$ cat config.mk
export PLATFORM = sky130hd
export DESIGN_NAME = uart_hex_encoder_flat
export DESIGN_NICKNAME = d
export VERILOG_FILES = /design/src/rtl/uart_hex_encoder_if.sv /design/src/rtl/uart_hex_encoder.sv /design/src/flat_wrapper.sv
export SDC_FILE = /design/constraint.sdc
export NUM_CORES = 1
export LEC_CHECK = 0
export BUFFER_PORTS_ARGS = -buffer_cell sky130_fd_sc_hd__buf_2
export CORE_AREA = 8 8 65 67
export DETAILED_ROUTE_END_ITERATION = 12
export DIE_AREA = 0 0 73 75
export GPL_ROUTABILITY_DRIVEN = 0
export PLACE_DENSITY_LB_ADDON = 0.15
export RECOVER_POWER = 50
export SLEW_MARGIN = 20
export SYNTH_ARGS = -nofsm -noshare
export SYNTH_HDL_FRONTEND = slang
export SYNTH_SLANG_ARGS = --single-unit
$ cat constraint.sdc
create_clock -name i_clk -period 3.5 [get_ports i_clk]
set_input_delay 0.35 -clock i_clk [delete_from_list [all_inputs] [get_ports i_clk]]
set_output_delay 0.35 -clock i_clk [all_outputs]
set_load 0.02 [all_outputs]
$ cat src/rtl/uart_hex_encoder_if.sv
// Word-in / UART-byte-out bundle shared by the hex encoder and whatever surrounds it.
// Latency: none, pure wiring.
// Backpressure: words use valid/ready; bytes wait on the transmitter's active/done flags.
interface uart_hex_encoder_if #(
    parameter int NIBBLES = 4
);
    logic                   i_word_valid;
    logic [4*NIBBLES-1:0]   i_word;
    logic                   o_word_ready;
    logic                   o_tx_start;
    logic [7:0]             o_tx_byte;
    logic                   i_tx_active;
    logic                   i_tx_done;
    logic                   o_busy;
    logic                   o_frame_done;

    // Environment side: word producer plus UART transmitter.
    modport master (
        output i_word_valid, i_word, i_tx_active, i_tx_done,
        input  o_word_ready, o_tx_start, o_tx_byte, o_busy, o_frame_done
    );

    // Encoder side.
    modport slave (
        input  i_word_valid, i_word, i_tx_active, i_tx_done,
        output o_word_ready, o_tx_start, o_tx_byte, o_busy, o_frame_done
    );
endinterface

$ cat src/rtl/uart_hex_encoder.sv
// Encodes a NIBBLES-digit word as ASCII hex (MS nibble first), optional CR/LF via UART_HEX_CRLF_EN.
// Latency: first byte request one cycle after accept; one byte per transmitter active/done round trip.
// Backpressure: ready only in IDLE; stalls indefinitely in SEND until the transmitter reports active.
module uart_hex_encoder #(
    parameter int NIBBLES   = 4,
    parameter int LOWERCASE = 0
) (
    input  logic              i_clk,
    input  logic              i_rst,
    uart_hex_encoder_if.slave bus
);
    localparam int W = 4 * NIBBLES;
`ifdef UART_HEX_CRLF_EN
    localparam int NCHARS = NIBBLES + 2;
`else
    localparam int NCHARS = NIBBLES;
`endif
    // Counter can hold NIBBLES+2 so it never wraps even in the CR/LF build.
    localparam int CW = $clog2(NIBBLES + 3);
    localparam logic [CW-1:0] LAST_IDX = CW'(NCHARS - 1);
`ifdef UART_HEX_CRLF_EN
    localparam logic [CW-1:0] DIGITS = CW'(NIBBLES);
`endif

    typedef enum logic [1:0] {IDLE, SEND, WAIT, DONE} state_t;

    state_t          state_q;
    logic [W-1:0]    word_q;
    logic [CW-1:0]   cnt_q;
    logic            word_ready_q;
    logic            tx_start_q;
    logic [7:0]      tx_byte_q;
    logic            busy_q;
    logic            frame_done_q;

    logic            accept;
    logic [CW-1:0]   cnt_d;
    logic [W-1:0]    word_d;
    logic [7:0]      next_byte_d;

    function automatic logic [7:0] hex_ascii(input logic [3:0] n);
        logic [7:0] alpha;
        alpha = (LOWERCASE != 0) ? 8'h61 : 8'h41;
        if (n < 4'd10) begin
            return 8'h30 + {4'h0, n};
        end
        return alpha + {4'h0, n} - 8'd10;
    endfunction

    assign accept = bus.i_word_valid & word_ready_q;
    assign cnt_d  = cnt_q + CW'(1);
    // The latched word is shifted so the next digit is always the top nibble.
    assign word_d = word_q << 4;

    // Character that follows the one currently in flight.
    always_comb begin
        next_byte_d = hex_ascii(word_d[W-1 -: 4]);
`ifdef UART_HEX_CRLF_EN
        if (cnt_d == DIGITS) begin
            next_byte_d = 8'h0D;
        end else if (cnt_d > DIGITS) begin
            next_byte_d = 8'h0A;
        end
`endif
    end

    // Frame sequencer; every output comes straight from a register.
    always_ff @(posedge i_clk or posedge i_rst) begin
        if (i_rst) begin
            state_q      <= IDLE;
            word_q       <= '0;
            cnt_q        <= '0;
            word_ready_q <= 1'b1;
            tx_start_q   <= 1'b0;
            tx_byte_q    <= 8'h00;
            busy_q       <= 1'b0;
            frame_done_q <= 1'b0;
        end else begin
            frame_done_q <= 1'b0;
            case (state_q)
                IDLE: begin
                    if (accept) begin
                        word_q       <= bus.i_word;
                        cnt_q        <= '0;
                        tx_byte_q    <= hex_ascii(bus.i_word[W-1 -: 4]);
                        tx_start_q   <= 1'b1;
                        word_ready_q <= 1'b0;
                        busy_q       <= 1'b1;
                        state_q      <= SEND;
                    end
                end
                SEND: begin
                    // Transmitter owns the byte once it reports active.
                    if (bus.i_tx_active) begin
                        tx_start_q <= 1'b0;
                        state_q    <= WAIT;
                    end
                end
                WAIT: begin
                    // Leaving WAIT on the first done cycle means a stretched done counts once.
                    if (bus.i_tx_done && !bus.i_tx_active) begin
                        cnt_q <= cnt_d;
                        if (cnt_q == LAST_IDX) begin
                            frame_done_q <= 1'b1;
                            state_q      <= DONE;
                        end else begin
                            word_q     <= word_d;
                            tx_byte_q  <= next_byte_d;
                            tx_start_q <= 1'b1;
                            state_q    <= SEND;
                        end
                    end
                end
                DONE: begin
                    word_ready_q <= 1'b1;
                    busy_q       <= 1'b0;
                    state_q      <= IDLE;
                end
                default: state_q <= IDLE;
            endcase
        end
    end

    assign bus.o_word_ready = word_ready_q;
    assign bus.o_tx_start   = tx_start_q;
    assign bus.o_tx_byte    = tx_byte_q;
    assign bus.o_busy       = busy_q;
    assign bus.o_frame_done = frame_done_q;
endmodule

$ cat src/flat_wrapper.sv
// flat-port wrapper written by rule: the top's interface ports become plain ports
module uart_hex_encoder_flat 
#(
    parameter int NIBBLES   = 4,
    parameter int LOWERCASE = 0
)
  (i_clk, i_rst, bus_i_word_valid, bus_i_word, bus_i_tx_active, bus_i_tx_done, bus_o_word_ready, bus_o_tx_start, bus_o_tx_byte, bus_o_busy, bus_o_frame_done);
  uart_hex_encoder_if #(.NIBBLES(NIBBLES)) bus_i ();
  input  logic i_clk;
  input  logic i_rst;
  input wire logic [$bits(bus_i.i_word_valid)-1:0] bus_i_word_valid;
  input wire logic [$bits(bus_i.i_word)-1:0] bus_i_word;
  input wire logic [$bits(bus_i.i_tx_active)-1:0] bus_i_tx_active;
  input wire logic [$bits(bus_i.i_tx_done)-1:0] bus_i_tx_done;
  output wire logic [$bits(bus_i.o_word_ready)-1:0] bus_o_word_ready;
  output wire logic [$bits(bus_i.o_tx_start)-1:0] bus_o_tx_start;
  output wire logic [$bits(bus_i.o_tx_byte)-1:0] bus_o_tx_byte;
  output wire logic [$bits(bus_i.o_busy)-1:0] bus_o_busy;
  output wire logic [$bits(bus_i.o_frame_done)-1:0] bus_o_frame_done;
  assign bus_i.i_word_valid = bus_i_word_valid;
  assign bus_i.i_word = bus_i_word;
  assign bus_i.i_tx_active = bus_i_tx_active;
  assign bus_i.i_tx_done = bus_i_tx_done;
  assign bus_o_word_ready = bus_i.o_word_ready;
  assign bus_o_tx_start = bus_i.o_tx_start;
  assign bus_o_tx_byte = bus_i.o_tx_byte;
  assign bus_o_busy = bus_i.o_busy;
  assign bus_o_frame_done = bus_i.o_frame_done;
  uart_hex_encoder #(.NIBBLES(NIBBLES), .LOWERCASE(LOWERCASE)) u_core (.i_clk(i_clk), .i_rst(i_rst), .bus(bus_i));
endmodule
* Word-level counts from Yosys, hierarchy flattened
Index checks and enable logic that the tools add are counted.
** Word-level totals
- Register bits after elaboration :: 29
- Input bits :: 21
- Output and inout port bits :: 12
- Logic and storage cells :: 72
** Operators by class
- Add/sub/neg operators :: 7
- Magnitude comparators :: 2
- Equality and inequality tests :: 8
- Mux-type cells :: 35
- Bitwise logic cells :: 1
- Reductions and logical operators :: 11
** Operator list (count)
- 2-to-1 mux 8 bit :: 7
- 2-to-1 mux 12 bit :: 3
- case mux 12 bit (2 select lines) :: 1
- adder 7 x 4 -> 8 bit, first input constant :: 2
- case mux 8 bit (2 select lines) :: 1
- subtractor 8 x 4 -> 8 bit, second input constant :: 2
- adder 6 x 4 -> 7 bit, first input constant :: 2
- 2-to-1 mux 1 bit :: 12
- < comparator 4 bit, second input constant :: 2
- 2-to-1 mux 2 bit :: 4
- case mux 2 bit (4 select lines) :: 1
- 2-to-1 mux 3 bit :: 2
- case mux 3 bit (2 select lines) :: 1
- AND reduction 3 bit :: 2
- AND reduction 5 bit :: 1
- == test 2 bit, second input constant :: 2
- != test 2 x 1 -> 1 bit, second input constant :: 2
- != test 2 bit, second input constant :: 2
- case mux 1 bit (2 select lines) :: 2
- AND reduction 4 bit :: 1
- nonzero test 2 bit :: 2
- adder 3 x 1 -> 3 bit, second input constant :: 1
- == test 3 x 2 -> 1 bit, second input constant :: 1
- case mux 1 bit (3 select lines) :: 1
- other kinds (7) :: 7

* Longest topological paths before layout
- Depth in word-level cells :: 7
- Mapped depth :: 7
- Gate-level depth less buffers :: 6

* Worst setup path before layout
OpenSTA, ideal clock, no wires.
- Path type :: register to register
- Start :: register u_core.cnt_q[0]
- End :: register u_core.tx_byte_q[0] (netlist: u_core.bus.o_tx_byte[0])
- Library setup time :: 125 ps
- Arrival time :: 1595 ps
- Data required time :: 3375 ps
- Slack :: 1780 ps
- Cell stages (with the launch flop) :: 6
- Buffers on the path :: 0
- Clock period less this slack :: 1720 ps
- Path through :: dfrtp_1 ha_1 ha_1 nand4bb_4 a21oi_4 mux2_2
** On the way
- Word-level cells in the longest chain between the ends :: 3
** RTL lines
- from (decl) :: RTL line uart_hex_encoder.sv:29 : logic [CW-1:0] cnt_q;
- from (signal assigned) :: RTL line uart_hex_encoder.sv:102 : cnt_q <= cnt_d;
- == test 3 x 2 -> 1 bit :: RTL line uart_hex_encoder.sv:103 : if (cnt_q == LAST_IDX) begin
- != test 2 bit (no line)
- AND reduction 4 bit (no line)
- to (signal assigned) :: RTL line uart_hex_encoder.sv:85 : tx_byte_q <= hex_ascii(bus.i_word[W-1 -: 4]);
- to (signal assigned) :: RTL line uart_hex_encoder.sv:108 : tx_byte_q <= next_byte_d;
- to (decl) :: RTL line uart_hex_encoder.sv:32 : logic [7:0] tx_byte_q;
No other way between the ends.
A chain may end at the register's enable or synchronous reset.

* Worst setup path after layout
- Start :: register u_core.state_q[1]
- End :: register u_core.word_q[0]
** On the way
- Word-level cells in the longest chain between the ends :: 3
- Elaborated cells between the ends (all ways) :: 8
- Those cells by class :: eq/ne: 4; mux: 1; reduce/logical: 3
** RTL lines
- from (decl) :: RTL line uart_hex_encoder.sv:27 : state_t state_q;
- from (signal assigned) :: RTL line uart_hex_encoder.sv:70 : state_q <= IDLE;
- from (signal assigned) :: RTL line uart_hex_encoder.sv:89 : state_q <= SEND;
- from (signal assigned) :: RTL line uart_hex_encoder.sv:96 : state_q <= WAIT;
- == test 2 bit or logical NOT 2 bit (tied branches) :: RTL line uart_hex_encoder.sv:80 : case (state_q)
- != test 2 bit (no line), or another cell as far along
- AND reduction 4 bit (no line)
- to (signal assigned) :: RTL line uart_hex_encoder.sv:83 : word_q <= bus.i_word;
- to (signal assigned) :: RTL line uart_hex_encoder.sv:107 : word_q <= word_d;
- to (decl) :: RTL line uart_hex_encoder.sv:28 : logic [W-1:0] word_q;
Parallel ways exist; a longest one is shown, timed or not.

==> metrics <==
required arrival time at the worst endpoint=3.76 ns; standard cell area after detailed placement=1710 sq um; initial standard-cell utilization of the core=48.3%; worst slew margin relative to its limit=25.5%; FMAX=435 MHz; total I/O pin count=33; Filler cells=314; Post-synth EDFFs=0; dominant combinational cell family by area after synthesis=compound AO/OA/AOI/OAI gates; count of final hold-check violations=0; final critical-path setup slack=1.20 ns; R2R Setup Slk=1.20 ns; compound-gate portion of the synthesized area=19.2%; number of antenna violations at the first check in global routing=0; sequential-to-total area share from yosys stat=45.0%; GRT Residual Overflow=0; flip-flop and latch count after synthesis=28; warnings from Yosys=0; DRC violation count after routing=0; data arrival time of the critical path=2.56 ns; placed insts=224; detailed placement HPWL=2300 um; minimum setup slack after placement=1.23 ns; length of the first detailed-routing pass in iterations=7; area delta synth->final=12.8%; TritonCTS clock tree=built; Worst Setup Path Type=reg2reg; via count of the first global-routing pass=1,190; clock tree buffer depth=2; clock tree skew after final layout=0.00156 ns; CP endpoint kind=flop; Via-to-Cell Ratio=5.09; post-synthesis async set-or-reset flop share=100%; outcome=complete, no violations; Sinks on Clock Net=28; maximum VDD drop=0.292 mV; number of instances in the synthesized netlist=155; total number of H-tree levels=1; final cell count without fillers=228; count of buffers from port buffering=31; unrepaired setup endpoints after global routing=no; Hold Worst Slack=0.245 ns; post-synth design cell area=1560 sq um; area of the die=5480 sq um; Root Buffer Master=clkbuf_4; LEAKAGE=0.823 nW; hold buffer count at CTS=0; overall via count from detail_route=1,161; TNS Setup=0 ns; largest fanout on the critical path=30; power density over the cells=767 nW/um^2; XOR/XNOR Fraction of Synth Area=1.12%; final number of max-transition violations=0; post-cts gate resize count=0; routed length per instance=13.5 um; slew of the pin with the lowest slew margin=1.12 ns; area taken by flip-flops and latches=702 sq um; share of cells above drive strength 1=26.9%; detailed router's first-iteration violation count=70; clock edge transition at the registers on the reported setup and hold paths=0.15 ns; CTS Buf Count=3; final wirelength=3070 um; insertion delay of the later-clocked pin in the worst-skew pair=0.33 ns; Syn Nets=180; Chip Height=75 um; period utilisation layout=65.7%; total track usage=11.8%; synthesized-area fraction occupied by adder cells=3.21%; global-route wire length before repair=5160 um; Die W=73 um; area of the core region=3230 sq um; Final setup viols=0; post-layout net count=208; maximum number of pins on one net before global-route repair=31; Setup crit start kind=flop; residual antenna-violating net count after detailed routing=0; Post-Synthesis Mean Instance Area=10.1 sq um; setup repair bufs after CTS=0; fraction of the mapped netlist area in simple logic gates=14.9%; max-cap violations=0; footprint of the multi-input gates=727 sq um; Worst Hold Class=in2async; post-route design area=1760 sq um; number of distinct standard cells referenced by the synthesized netlist=39; antenna fix cells=0; standard-cell rows=21; overall power=1.35 mW; dominant synthesized flop cell=dfrtp_1; multiplexer share of the synthesized area=7.86%; Core Util, Final=54.5%; time the worst path needs with I/O delays and setup=2.30 ns
-- cells by family after synthesis --
kind of cell	count (synthesis)
flip-flops	28
multiplexers	12
XOR/XNOR	2
adder cells (fa/ha/maj)	4
other	1
AND/OR/NAND/NOR	39
buffers and inverters	26
AO/OA/AOI/OAI	43
-- cells in the mapped netlist, types with 2 or more instances --
library cell | instances | area [sq um]
o21a_1 | 2 | 15.0
nand3_1 | 2 | 10.0
o21ai_0 | 9 | 45.0
nor2_1 | 14 | 52.6
o211ai_1 | 2 | 15.0
mux2i_1 | 10 | 100
dfrtp_1 | 27 | 676
nand2_1 | 8 | 30.0
a21oi_1 | 10 | 50.1
nor2b_1 | 2 | 12.5
a21oi_2 | 9 | 78.8
nand3b_1 | 5 | 37.5
nand2b_1 | 2 | 12.5
buf_6 | 2 | 22.5
ha_1 | 4 | 50.1
buf_2 | 2 | 10.0
a211oi_1 | 2 | 15.0
mux2_2 | 2 | 22.5
xnor2_1 | 2 | 17.5
buf_4 | 4 | 30.0
inv_1 | 17 | 63.8
-- flip-flops by register name, indices dropped and copies added (netlist names) --
name                     count
u_core.bus.o_frame_done      1
u_core.word_q               12
u_core.bus.o_tx_byte         7
u_core.bus.o_tx_start        1
u_core.bus.o_busy            1
u_core.bus.o_word_ready      1
u_core.cnt_q                 3
u_core.state_q               2
-- critical path: stages (launching register included) --
cell       delay [ns]
dfrtp_1          1.11
nand4bb_4        0.19
a21oi_4          0.37
buf_4            0.36
nand3b_1         0.10
o21ai_0          0.09
-- where the power goes --
part           total (mW)  switching, mW  internal, mW
Sequential          0.612          0.149         0.463
Combinational       0.525          0.280         0.244
Clock               0.214         0.0985         0.116
-- per-layer routing --
metal | up-vias | wire (um) | GRT usage (%)
li1 | 582 | - | -
met1 | 548 | 1350 | 14.2
met2 | 29 | 1510 | 20.4
met3 | 2 | 204 | 2.66
met4 | 0 | 7 | 4.00
met5 | - | 0 | 0
-- final cells by class --
type | instances | share of cell area [%]
inverters | 17 | 3.62
clock buffers | 3 | 1.28
flip-flops and latches | 28 | 39.9
repair buffers | 32 | 8.96
clock inverters | 1 | 1.71
well taps | 46 | 3.27
multi-input cells | 101 | 41.3
-- path summary, 6_finish.rpt --
kind,from,endpoint,depth (start not counted)
max,u_core.state_q[1],u_core.word_q[0],5
min,i_rst,u_core.cnt_q[2],2
max reg2reg,u_core.state_q[1],u_core.word_q[0],5
min reg2reg,u_core.cnt_q[0],u_core.cnt_q[0],1
max in group asynchronous,i_rst,u_core.word_q[8],2
min in group i_clk,bus_i_word[3],u_core.word_q[3],3
-- placed cells by master (no fill, tap or decap), types with 3 or more instances in the layout --
cell type / count
clkbuf_4: 3
mux2i_1: 10
buf_2: 27
nor2_1: 14
dfrtp_1: 27
ha_1: 4
inv_1: 17
clkbuf_1: 4
a21oi_1: 10
nand2_1: 8
nand3b_1: 5
a21oi_2: 9
o21ai_0: 9
No activity file was read; power rests on OpenSTA's default activity.
